### src/rtl/wb_shared_bus_if.sv
// Wishbone shared-bus signal bundle: packed per-master request/response vectors
// and the shared/per-slave fan-out toward peripherals.
interface wb_shared_bus_if #(
    parameter int NUM_MASTERS = 4,
    parameter int NUM_SLAVES  = 4,
    parameter int ADR_WIDTH   = 32,
    parameter int DAT_WIDTH   = 32
);
    logic [NUM_MASTERS*ADR_WIDTH-1:0]     m_adr_i;
    logic [NUM_MASTERS*DAT_WIDTH-1:0]     m_dat_i;
    logic [NUM_MASTERS*DAT_WIDTH/8-1:0]   m_sel_i;
    logic [NUM_MASTERS-1:0]               m_we_i;
    logic [NUM_MASTERS-1:0]               m_cyc_i;
    logic [NUM_MASTERS-1:0]               m_stb_i;
    logic [DAT_WIDTH-1:0]                 m_dat_o;
    logic [NUM_MASTERS-1:0]               m_ack_o;
    logic [NUM_MASTERS-1:0]               m_err_o;
    logic [NUM_MASTERS-1:0]               m_rty_o;

    logic [ADR_WIDTH-1:0]                 s_adr_o;
    logic [DAT_WIDTH-1:0]                 s_dat_o;
    logic [DAT_WIDTH/8-1:0]               s_sel_o;
    logic                                 s_we_o;
    logic [NUM_SLAVES-1:0]                s_cyc_o;
    logic [NUM_SLAVES-1:0]                s_stb_o;
    logic [NUM_SLAVES*DAT_WIDTH-1:0]      s_dat_i;
    logic [NUM_SLAVES-1:0]                s_ack_i;
    logic [NUM_SLAVES-1:0]                s_err_i;
    logic [NUM_SLAVES-1:0]                s_rty_i;

    modport master (
        output m_adr_i, m_dat_i, m_sel_i, m_we_i, m_cyc_i, m_stb_i,
        input  m_dat_o, m_ack_o, m_err_o, m_rty_o
    );

    modport slave (
        input  s_adr_o, s_dat_o, s_sel_o, s_we_o, s_cyc_o, s_stb_o,
        output s_dat_i, s_ack_i, s_err_i, s_rty_i
    );

    modport fabric (
        input  m_adr_i, m_dat_i, m_sel_i, m_we_i, m_cyc_i, m_stb_i,
        output m_dat_o, m_ack_o, m_err_o, m_rty_o,
        output s_adr_o, s_dat_o, s_sel_o, s_we_o, s_cyc_o, s_stb_o,
        input  s_dat_i, s_ack_i, s_err_i, s_rty_i
    );
endinterface

### src/rtl/wb_shared_bus.sv
// Round-robin Wishbone shared bus with top-bits address decode and bus errors.
// Define WB_XBAR_TIMEOUT_EN to add the unanswered-strobe timeout to ERR.
//
// state | meaning
// IDLE  | no grant; pick next requester after "last"
// BUSY  | grant held; granted master routed to decoded slave
// ERR   | one-cycle m_err_o to granted master; no slave strobe
module wb_shared_bus #(
    parameter int NUM_MASTERS = 4,
    parameter int NUM_SLAVES  = 4,
    parameter int ADR_WIDTH   = 32,
    parameter int DAT_WIDTH   = 32,
    parameter int DEC_WIDTH   = 4,
    parameter logic [NUM_SLAVES*DEC_WIDTH-1:0] SLAVE_BASES = '0,
    parameter int TIMEOUT     = 255
) (
    input  logic                   clk,
    input  logic                   reset_n,
    wb_shared_bus_if.fabric        bus,
    output logic [NUM_MASTERS-1:0] gnt_o
);
    localparam int MW    = (NUM_MASTERS > 1) ? $clog2(NUM_MASTERS) : 1;
    localparam int SW    = (NUM_SLAVES > 1) ? $clog2(NUM_SLAVES) : 1;
    localparam int SEL_W = DAT_WIDTH / 8;

    typedef enum logic [1:0] {IDLE, BUSY, ERR} state_t;

    state_t                 state_q, state_d;
    logic [MW-1:0]          gidx_q, last_q, win_idx, cand;
    logic                   win_found, granted;
    logic                   g_cyc, g_stb, s_match, r_ack, r_err, r_rty, to_hit;
    logic [ADR_WIDTH-1:0]   g_adr;
    logic [SW-1:0]          sidx;
    logic [NUM_SLAVES-1:0]  hit, s_cyc, s_stb;
    logic [NUM_MASTERS-1:0] m_ack, m_err, m_rty;

    logic [ADR_WIDTH-1:0]   m_adr [NUM_MASTERS];
    logic [DAT_WIDTH-1:0]   m_dat [NUM_MASTERS];
    logic [SEL_W-1:0]       m_sel [NUM_MASTERS];
    logic [DAT_WIDTH-1:0]   s_dat [NUM_SLAVES];

    if (TIMEOUT < 1 || TIMEOUT > 255) begin : g_timeout_out_of_range
        logic timeout_parameter_must_be_1_to_255;
    end

    for (genvar m = 0; m < NUM_MASTERS; m++) begin : g_mst
        assign m_adr[m] = bus.m_adr_i[m*ADR_WIDTH +: ADR_WIDTH];
        assign m_dat[m] = bus.m_dat_i[m*DAT_WIDTH +: DAT_WIDTH];
        assign m_sel[m] = bus.m_sel_i[m*SEL_W +: SEL_W];
    end

    for (genvar s = 0; s < NUM_SLAVES; s++) begin : g_slv
        assign s_dat[s] = bus.s_dat_i[s*DAT_WIDTH +: DAT_WIDTH];
        assign hit[s]   = (g_adr[ADR_WIDTH-1 -: DEC_WIDTH] == SLAVE_BASES[s*DEC_WIDTH +: DEC_WIDTH]);
    end

    assign granted = |gnt_o;
    assign g_adr   = granted ? m_adr[gidx_q] : '0;
    assign g_cyc   = granted & bus.m_cyc_i[gidx_q];
    assign g_stb   = g_cyc & bus.m_stb_i[gidx_q];

    // Search last+1, last+2, ... so the previous owner goes to the back of the line.
    always_comb begin
        win_found = 1'b0;
        win_idx   = '0;
        cand      = '0;
        for (int k = 1; k <= NUM_MASTERS; k++) begin
            cand = MW'((int'(last_q) + k) % NUM_MASTERS);
            if (!win_found && bus.m_cyc_i[cand]) begin
                win_found = 1'b1;
                win_idx   = cand;
            end
        end
    end

    // Descending scan so the lowest matching slave index is the one left standing.
    always_comb begin
        s_match = 1'b0;
        sidx    = '0;
        for (int i = NUM_SLAVES - 1; i >= 0; i--) begin
            if (hit[i]) begin
                s_match = 1'b1;
                sidx    = SW'(i);
            end
        end
    end

    assign r_ack = s_match & bus.s_ack_i[sidx];
    assign r_err = s_match & bus.s_err_i[sidx];
    assign r_rty = s_match & bus.s_rty_i[sidx];

`ifdef WB_XBAR_TIMEOUT_EN
    logic [7:0] to_cnt;

    assign to_hit = g_stb && s_match && !(r_ack || r_err || r_rty) && (to_cnt == 8'(TIMEOUT - 1));

    always_ff @(posedge clk) begin
        if (!reset_n) begin
            to_cnt <= '0;
        end else if (state_q != BUSY || !g_stb || !s_match || r_ack || r_err || r_rty) begin
            to_cnt <= '0;
        end else begin
            to_cnt <= to_cnt + 8'd1;
        end
    end
`else
    assign to_hit = 1'b0;
`endif

    always_comb begin
        state_d = state_q;
        s_cyc   = '0;
        s_stb   = '0;
        m_ack   = '0;
        m_err   = '0;
        m_rty   = '0;
        unique case (state_q)
            IDLE: begin
                if (win_found) state_d = BUSY;
            end
            BUSY: begin
                if (s_match) begin
                    s_cyc[sidx] = g_cyc;
                    s_stb[sidx] = g_stb;
                end
                if (g_stb) begin
                    m_ack[gidx_q] = r_ack;
                    m_err[gidx_q] = r_err;
                    m_rty[gidx_q] = r_rty;
                end
                if (!g_cyc)                 state_d = IDLE;
                else if (g_stb && !s_match) state_d = ERR;
                else if (to_hit)            state_d = ERR;
            end
            ERR: begin
                if (s_match) s_cyc[sidx] = g_cyc;
                m_err[gidx_q] = 1'b1;
                state_d       = BUSY;
            end
            default: state_d = IDLE;
        endcase
    end

    always_ff @(posedge clk) begin
        if (!reset_n) begin
            state_q <= IDLE;
            gnt_o   <= '0;
            gidx_q  <= '0;
            last_q  <= MW'(NUM_MASTERS - 1);
        end else begin
            state_q <= state_d;
            if (state_q == IDLE && win_found) begin
                gnt_o  <= NUM_MASTERS'(1) << win_idx;
                gidx_q <= win_idx;
            end else if (state_q == BUSY && !g_cyc) begin
                gnt_o  <= '0;
                last_q <= gidx_q;
            end
        end
    end

    assign bus.s_adr_o = g_adr;
    assign bus.s_dat_o = granted ? m_dat[gidx_q] : '0;
    assign bus.s_sel_o = granted ? m_sel[gidx_q] : '0;
    assign bus.s_we_o  = granted & bus.m_we_i[gidx_q];
    assign bus.s_cyc_o = s_cyc;
    assign bus.s_stb_o = s_stb;
    assign bus.m_dat_o = (granted && s_match) ? s_dat[sidx] : '0;
    assign bus.m_ack_o = m_ack;
    assign bus.m_err_o = m_err;
    assign bus.m_rty_o = m_rty;
endmodule
### src/flat_wrapper.sv
// flat-port wrapper written by rule: the top's interface ports become plain ports
module wb_shared_bus_flat 
#(
    parameter int NUM_MASTERS = 4,
    parameter int NUM_SLAVES  = 4,
    parameter int ADR_WIDTH   = 32,
    parameter int DAT_WIDTH   = 32,
    parameter int DEC_WIDTH   = 4,
    parameter logic [NUM_SLAVES*DEC_WIDTH-1:0] SLAVE_BASES = '0,
    parameter int TIMEOUT     = 255
)
  (clk, reset_n, gnt_o, bus_m_adr_i, bus_m_dat_i, bus_m_sel_i, bus_m_we_i, bus_m_cyc_i, bus_m_stb_i, bus_m_dat_o, bus_m_ack_o, bus_m_err_o, bus_m_rty_o, bus_s_adr_o, bus_s_dat_o, bus_s_sel_o, bus_s_we_o, bus_s_cyc_o, bus_s_stb_o, bus_s_dat_i, bus_s_ack_i, bus_s_err_i, bus_s_rty_i);
  wb_shared_bus_if #(.NUM_MASTERS(NUM_MASTERS), .NUM_SLAVES(NUM_SLAVES), .ADR_WIDTH(ADR_WIDTH), .DAT_WIDTH(DAT_WIDTH)) bus_i ();
  input  logic clk;
  input  logic reset_n;
  output logic [NUM_MASTERS-1:0] gnt_o;
  input wire logic [$bits(bus_i.m_adr_i)-1:0] bus_m_adr_i;
  input wire logic [$bits(bus_i.m_dat_i)-1:0] bus_m_dat_i;
  input wire logic [$bits(bus_i.m_sel_i)-1:0] bus_m_sel_i;
  input wire logic [$bits(bus_i.m_we_i)-1:0] bus_m_we_i;
  input wire logic [$bits(bus_i.m_cyc_i)-1:0] bus_m_cyc_i;
  input wire logic [$bits(bus_i.m_stb_i)-1:0] bus_m_stb_i;
  output wire logic [$bits(bus_i.m_dat_o)-1:0] bus_m_dat_o;
  output wire logic [$bits(bus_i.m_ack_o)-1:0] bus_m_ack_o;
  output wire logic [$bits(bus_i.m_err_o)-1:0] bus_m_err_o;
  output wire logic [$bits(bus_i.m_rty_o)-1:0] bus_m_rty_o;
  output wire logic [$bits(bus_i.s_adr_o)-1:0] bus_s_adr_o;
  output wire logic [$bits(bus_i.s_dat_o)-1:0] bus_s_dat_o;
  output wire logic [$bits(bus_i.s_sel_o)-1:0] bus_s_sel_o;
  output wire logic [$bits(bus_i.s_we_o)-1:0] bus_s_we_o;
  output wire logic [$bits(bus_i.s_cyc_o)-1:0] bus_s_cyc_o;
  output wire logic [$bits(bus_i.s_stb_o)-1:0] bus_s_stb_o;
  input wire logic [$bits(bus_i.s_dat_i)-1:0] bus_s_dat_i;
  input wire logic [$bits(bus_i.s_ack_i)-1:0] bus_s_ack_i;
  input wire logic [$bits(bus_i.s_err_i)-1:0] bus_s_err_i;
  input wire logic [$bits(bus_i.s_rty_i)-1:0] bus_s_rty_i;
  assign bus_i.m_adr_i = bus_m_adr_i;
  assign bus_i.m_dat_i = bus_m_dat_i;
  assign bus_i.m_sel_i = bus_m_sel_i;
  assign bus_i.m_we_i = bus_m_we_i;
  assign bus_i.m_cyc_i = bus_m_cyc_i;
  assign bus_i.m_stb_i = bus_m_stb_i;
  assign bus_m_dat_o = bus_i.m_dat_o;
  assign bus_m_ack_o = bus_i.m_ack_o;
  assign bus_m_err_o = bus_i.m_err_o;
  assign bus_m_rty_o = bus_i.m_rty_o;
  assign bus_s_adr_o = bus_i.s_adr_o;
  assign bus_s_dat_o = bus_i.s_dat_o;
  assign bus_s_sel_o = bus_i.s_sel_o;
  assign bus_s_we_o = bus_i.s_we_o;
  assign bus_s_cyc_o = bus_i.s_cyc_o;
  assign bus_s_stb_o = bus_i.s_stb_o;
  assign bus_i.s_dat_i = bus_s_dat_i;
  assign bus_i.s_ack_i = bus_s_ack_i;
  assign bus_i.s_err_i = bus_s_err_i;
  assign bus_i.s_rty_i = bus_s_rty_i;
  wb_shared_bus #(.NUM_MASTERS(NUM_MASTERS), .NUM_SLAVES(NUM_SLAVES), .ADR_WIDTH(ADR_WIDTH), .DAT_WIDTH(DAT_WIDTH), .DEC_WIDTH(DEC_WIDTH), .SLAVE_BASES(SLAVE_BASES), .TIMEOUT(TIMEOUT)) u_core (.clk(clk), .reset_n(reset_n), .bus(bus_i), .gnt_o(gnt_o));
endmodule
### config.mk
export PLATFORM = sky130hd
export DESIGN_NAME = wb_shared_bus_flat
export DESIGN_NICKNAME = d
export VERILOG_FILES = /design/src/rtl/wb_shared_bus_if.sv /design/src/rtl/wb_shared_bus.sv /design/src/flat_wrapper.sv
export SDC_FILE = /design/constraint.sdc
export NUM_CORES = 1
export LEC_CHECK = 0
export BUFFER_PORTS_ARGS = -buffer_cell sky130_fd_sc_hd__buf_2
export CAP_MARGIN = 20
export CORE_AREA = 2 2 212 214
export CTS_BUF_LIST = sky130_fd_sc_hd__clkbuf_16
export CTS_CLUSTER_SIZE = 28
export DETAILED_ROUTE_END_ITERATION = 12
export DIE_AREA = 0 0 214 216
export PLACE_DENSITY = 0.3
export SLEW_MARGIN = 25
export SYNTH_ARGS = -nofsm -noshare
export SYNTH_HDL_FRONTEND = slang
export SYNTH_SLANG_ARGS = --single-unit
### constraint.sdc
create_clock -name clk -period 2.8 [get_ports clk]
set_clock_uncertainty 0.1 [all_clocks]
set_input_delay 0.14 -clock clk [delete_from_list [all_inputs] [get_ports clk]]
set_output_delay 0.14 -clock clk [all_outputs]
set_load 0.05 [all_outputs]
==> impl_metrics.tcl <==
set metrics [dict create \
    fin_crit_ps 2900 \
    grt_max_degree 59 \
    drv_cap 0 \
    cts_root_buf "clkbuf_16" \
    cts.sinks 10 \
    synth_ff_type "dfxtp_1" \
    grt_pass1_vias 4508 \
    hp-class "in -> reg" \
    slew_viol_final 0 \
    cts_tree "yes" \
    numPortBuffers 439 \
    crit_family "simple AND/OR/NAND/NOR gates" \
    post_drt_wl_per_cell_um 14.5 \
    clkTransAtPathRegs_ps 40 \
    worstPathCellList "buf_12, mux4_2, or4_4, nor3_4, a21o_1, nor4b_4, buf_6" \
    area_growth_pct 109 \
    critPathMaxStageDelay_ps 580 \
    cp-end-kind "output pin" \
    die_area_um2 46200 \
    finalNetCount 1156 \
    period_share_pct 104 \
    gp_congestion 0.878 \
    cp_max_fo 4 \
    crit_slowest_cell "or4_4" \
    cts_max_path_buffers 2 \
    hpwl_um 16800 \
    drive_above_1_share_pct 75.7 \
    cp.arrival_ps 2660 \
    holdBufCountCts 0 \
    synth-seq-area-share_pct 6.39 \
    synth.distinct_cells 36 \
    hold_viol_final 0 \
    first_pass_iters 4 \
    antenna_found_initial 3 \
    grt_pass1_wl_um 27800 \
    drc 0 \
    synthArstFlopShare_pct 0 \
    gr-total-overflow 0 \
    ys_warn_count 0 \
    required_ps 2560 \
    outcome "complete, but fails checks" \
    fin_ws_ps -102 \
    power.density_nw_per_um2 432 \
    critPathLaunchType "flop" \
    drt_iter0_drc 179 \
    start_util_pct 7.14 \
    place_worst_setup_slack_ps 22.3 \
    syn-cell-area_um2 3130 \
    via_per_inst 3.21 \
    p_leak_nw 3.05 \
    num_io_pins 551 \
    peakVddDrop_v 0.000235 \
    fmax_mhz 345 \
    via_count 4232 \
    routed_wl_um 19100 \
    worstMarginPinSlew_ps 953 \
    ant_nets 0 \
    n_antenna_cell 0 \
    path_class "reg -> out" \
    power.total_mw 2.82 \
    die-height_um 216 \
    htreeDepth 1 \
    syn-instance-count 299 \
    finalSetupViolations 38 \
    cp.buffers_inverters 2 \
    clk_latency_ps 230 \
    syn_avg_cell_area_um2 10.5 \
    fp-row-count 77 \
    grt_usage_pct 7.72 \
    rsz0062_at_grt "yes" \
    die_w_um 214 \
    slew_headroom_pct 36.5 \
    cts_buffers 3 \
    core_area_um2 43800 \
    ys_ff_latch 10 \
    violations "setup timing" \
    synth_edf_count 0 \
]
-- worst paths after layout --
kind,startpoint,end,slack [ps],cells past startpoint
setup / recovery,u_core.gidx_q[0]$_SDFFE_PN0P_,bus_m_err_o[0],-100,7
hold / removal,reset_n,u_core.last_q[1]$_SDFFE_PN1P_,90,2
setup reg to reg,u_core.gidx_q[0]$_SDFFE_PN0P_,u_core.state_q[0]$_SDFFE_PN0P_,400,7
hold reg to reg,u_core.gnt_o[0]$_SDFFE_PN0P_,u_core.gnt_o[0]$_SDFFE_PN0P_,380,2
-- cell type report --
cell class	instances	area, um^2
clock buffer	3	75.1
clock inverter	1	3.75
fill	5026	37300
inverter	6	22.5
multi-input combinational	250	2840
sequential	10	208
tap	592	741
timing repair buffer	455	2650
-- sequential cells by signal (all words and copies together), names as in the netlist --
name / count
u_core.state_q: 2
u_core.last_q: 2
u_core.gidx_q: 2
u_core.gnt_o: 4
-- report_power, final --
part	total (mW)	internal [mW]	leakage, nW	switching, mW
Clock	0.253	0.187	0.0385	0.0659
Sequential	0.189	0.162	0.0833	0.0264
Combinational	2.38	0.855	2.93	1.53
-- synth_stat cells, drive strengths merged, types with 2 or more instances --
| master | instances | area [um^2] |
|---|---|---|
| clkbuf | 22 | 82.6 |
| nand3b | 2 | 15.0 |
| o21ai | 2 | 10.0 |
| nand2b | 4 | 25.0 |
| nor2b | 4 | 27.5 |
| a21boi | 3 | 22.5 |
| or4 | 2 | 18.8 |
| mux2i | 3 | 30.0 |
| nand2 | 13 | 48.8 |
| nor3b | 5 | 52.6 |
| nor3 | 5 | 36.3 |
| buf | 16 | 97.6 |
| o211ai | 2 | 15.0 |
| dfxtp | 10 | 200 |
| mux4 | 71 | 1600 |
| a21oi | 7 | 35.0 |
| nor2 | 8 | 30.0 |
| inv | 6 | 22.5 |
| ha | 4 | 50.1 |
| and2 | 101 | 632 |
-- worst reg2reg max path, stage by stage, from the launching register on --
cell,delay (ps)
dfxtp_4,370
buf_12,120
mux4_2,510
or4_4,580
buf_4,180
nand4_1,130
a21oi_1,80
a41o_1,210
-- cell usage in the layout, fill, tap and decap left out, types with 5 or more instances in the layout --
cell	instances
nand2_1	13
mux4_2	71
and2_1	100
a21oi_1	7
nor2_4	6
dfxtp_1	8
buf_4	11
buf_2	395
buf_8	5
buf_6	42
conb_1	6
inv_1	6
-- kinds of logic (layout without fill, tap and decap cells) --
| family | Yosys count | after routing | synth area share, % |
|---|---|---|---|
| buf+inv | 44 | 465 | 6.47 |
| compound gates | 18 | 18 | 3.68 |
| other cells | 1 | 6 | 0.120 |
| simple gates | 148 | 148 | 29.7 |
| fa+ha+maj | 4 | 4 | 1.60 |
| mux | 74 | 74 | 52.0 |
| flops | 10 | 10 | 6.39 |
-- metal layers --
layer  up-vias  track usage (%)  wire length, um
li1       1971                -                -
met1      2010             9.25             7670
met2       231             14.1             9740
met3        18             1.63             1370
met4         2             1.59              323
met5         -                0               13
-- per-stage QoR --
stage,cell area [um^2],utilization [%],TNS [ps],instances,hold slack [ps]
3_3_place_gp,6130,14.0,0,1312,330
4_1_cts,6530,14.9,-2870,1317,90.3
2_1_floorplan,3230,-,-2290,304,283
6_report,6540,14.9,-1770,1317,88.8
5_1_grt,6540,14.9,-5740,1317,98.7
3_5_place_dp,6130,14.0,0,1312,336
-- timing repair --
item,CTS,global route
resized for setup,96,4
endpoints found under the setup margin,44,44
pin swaps,2,1
setup buffers,1,0
(Power assumes the default switching activity.)
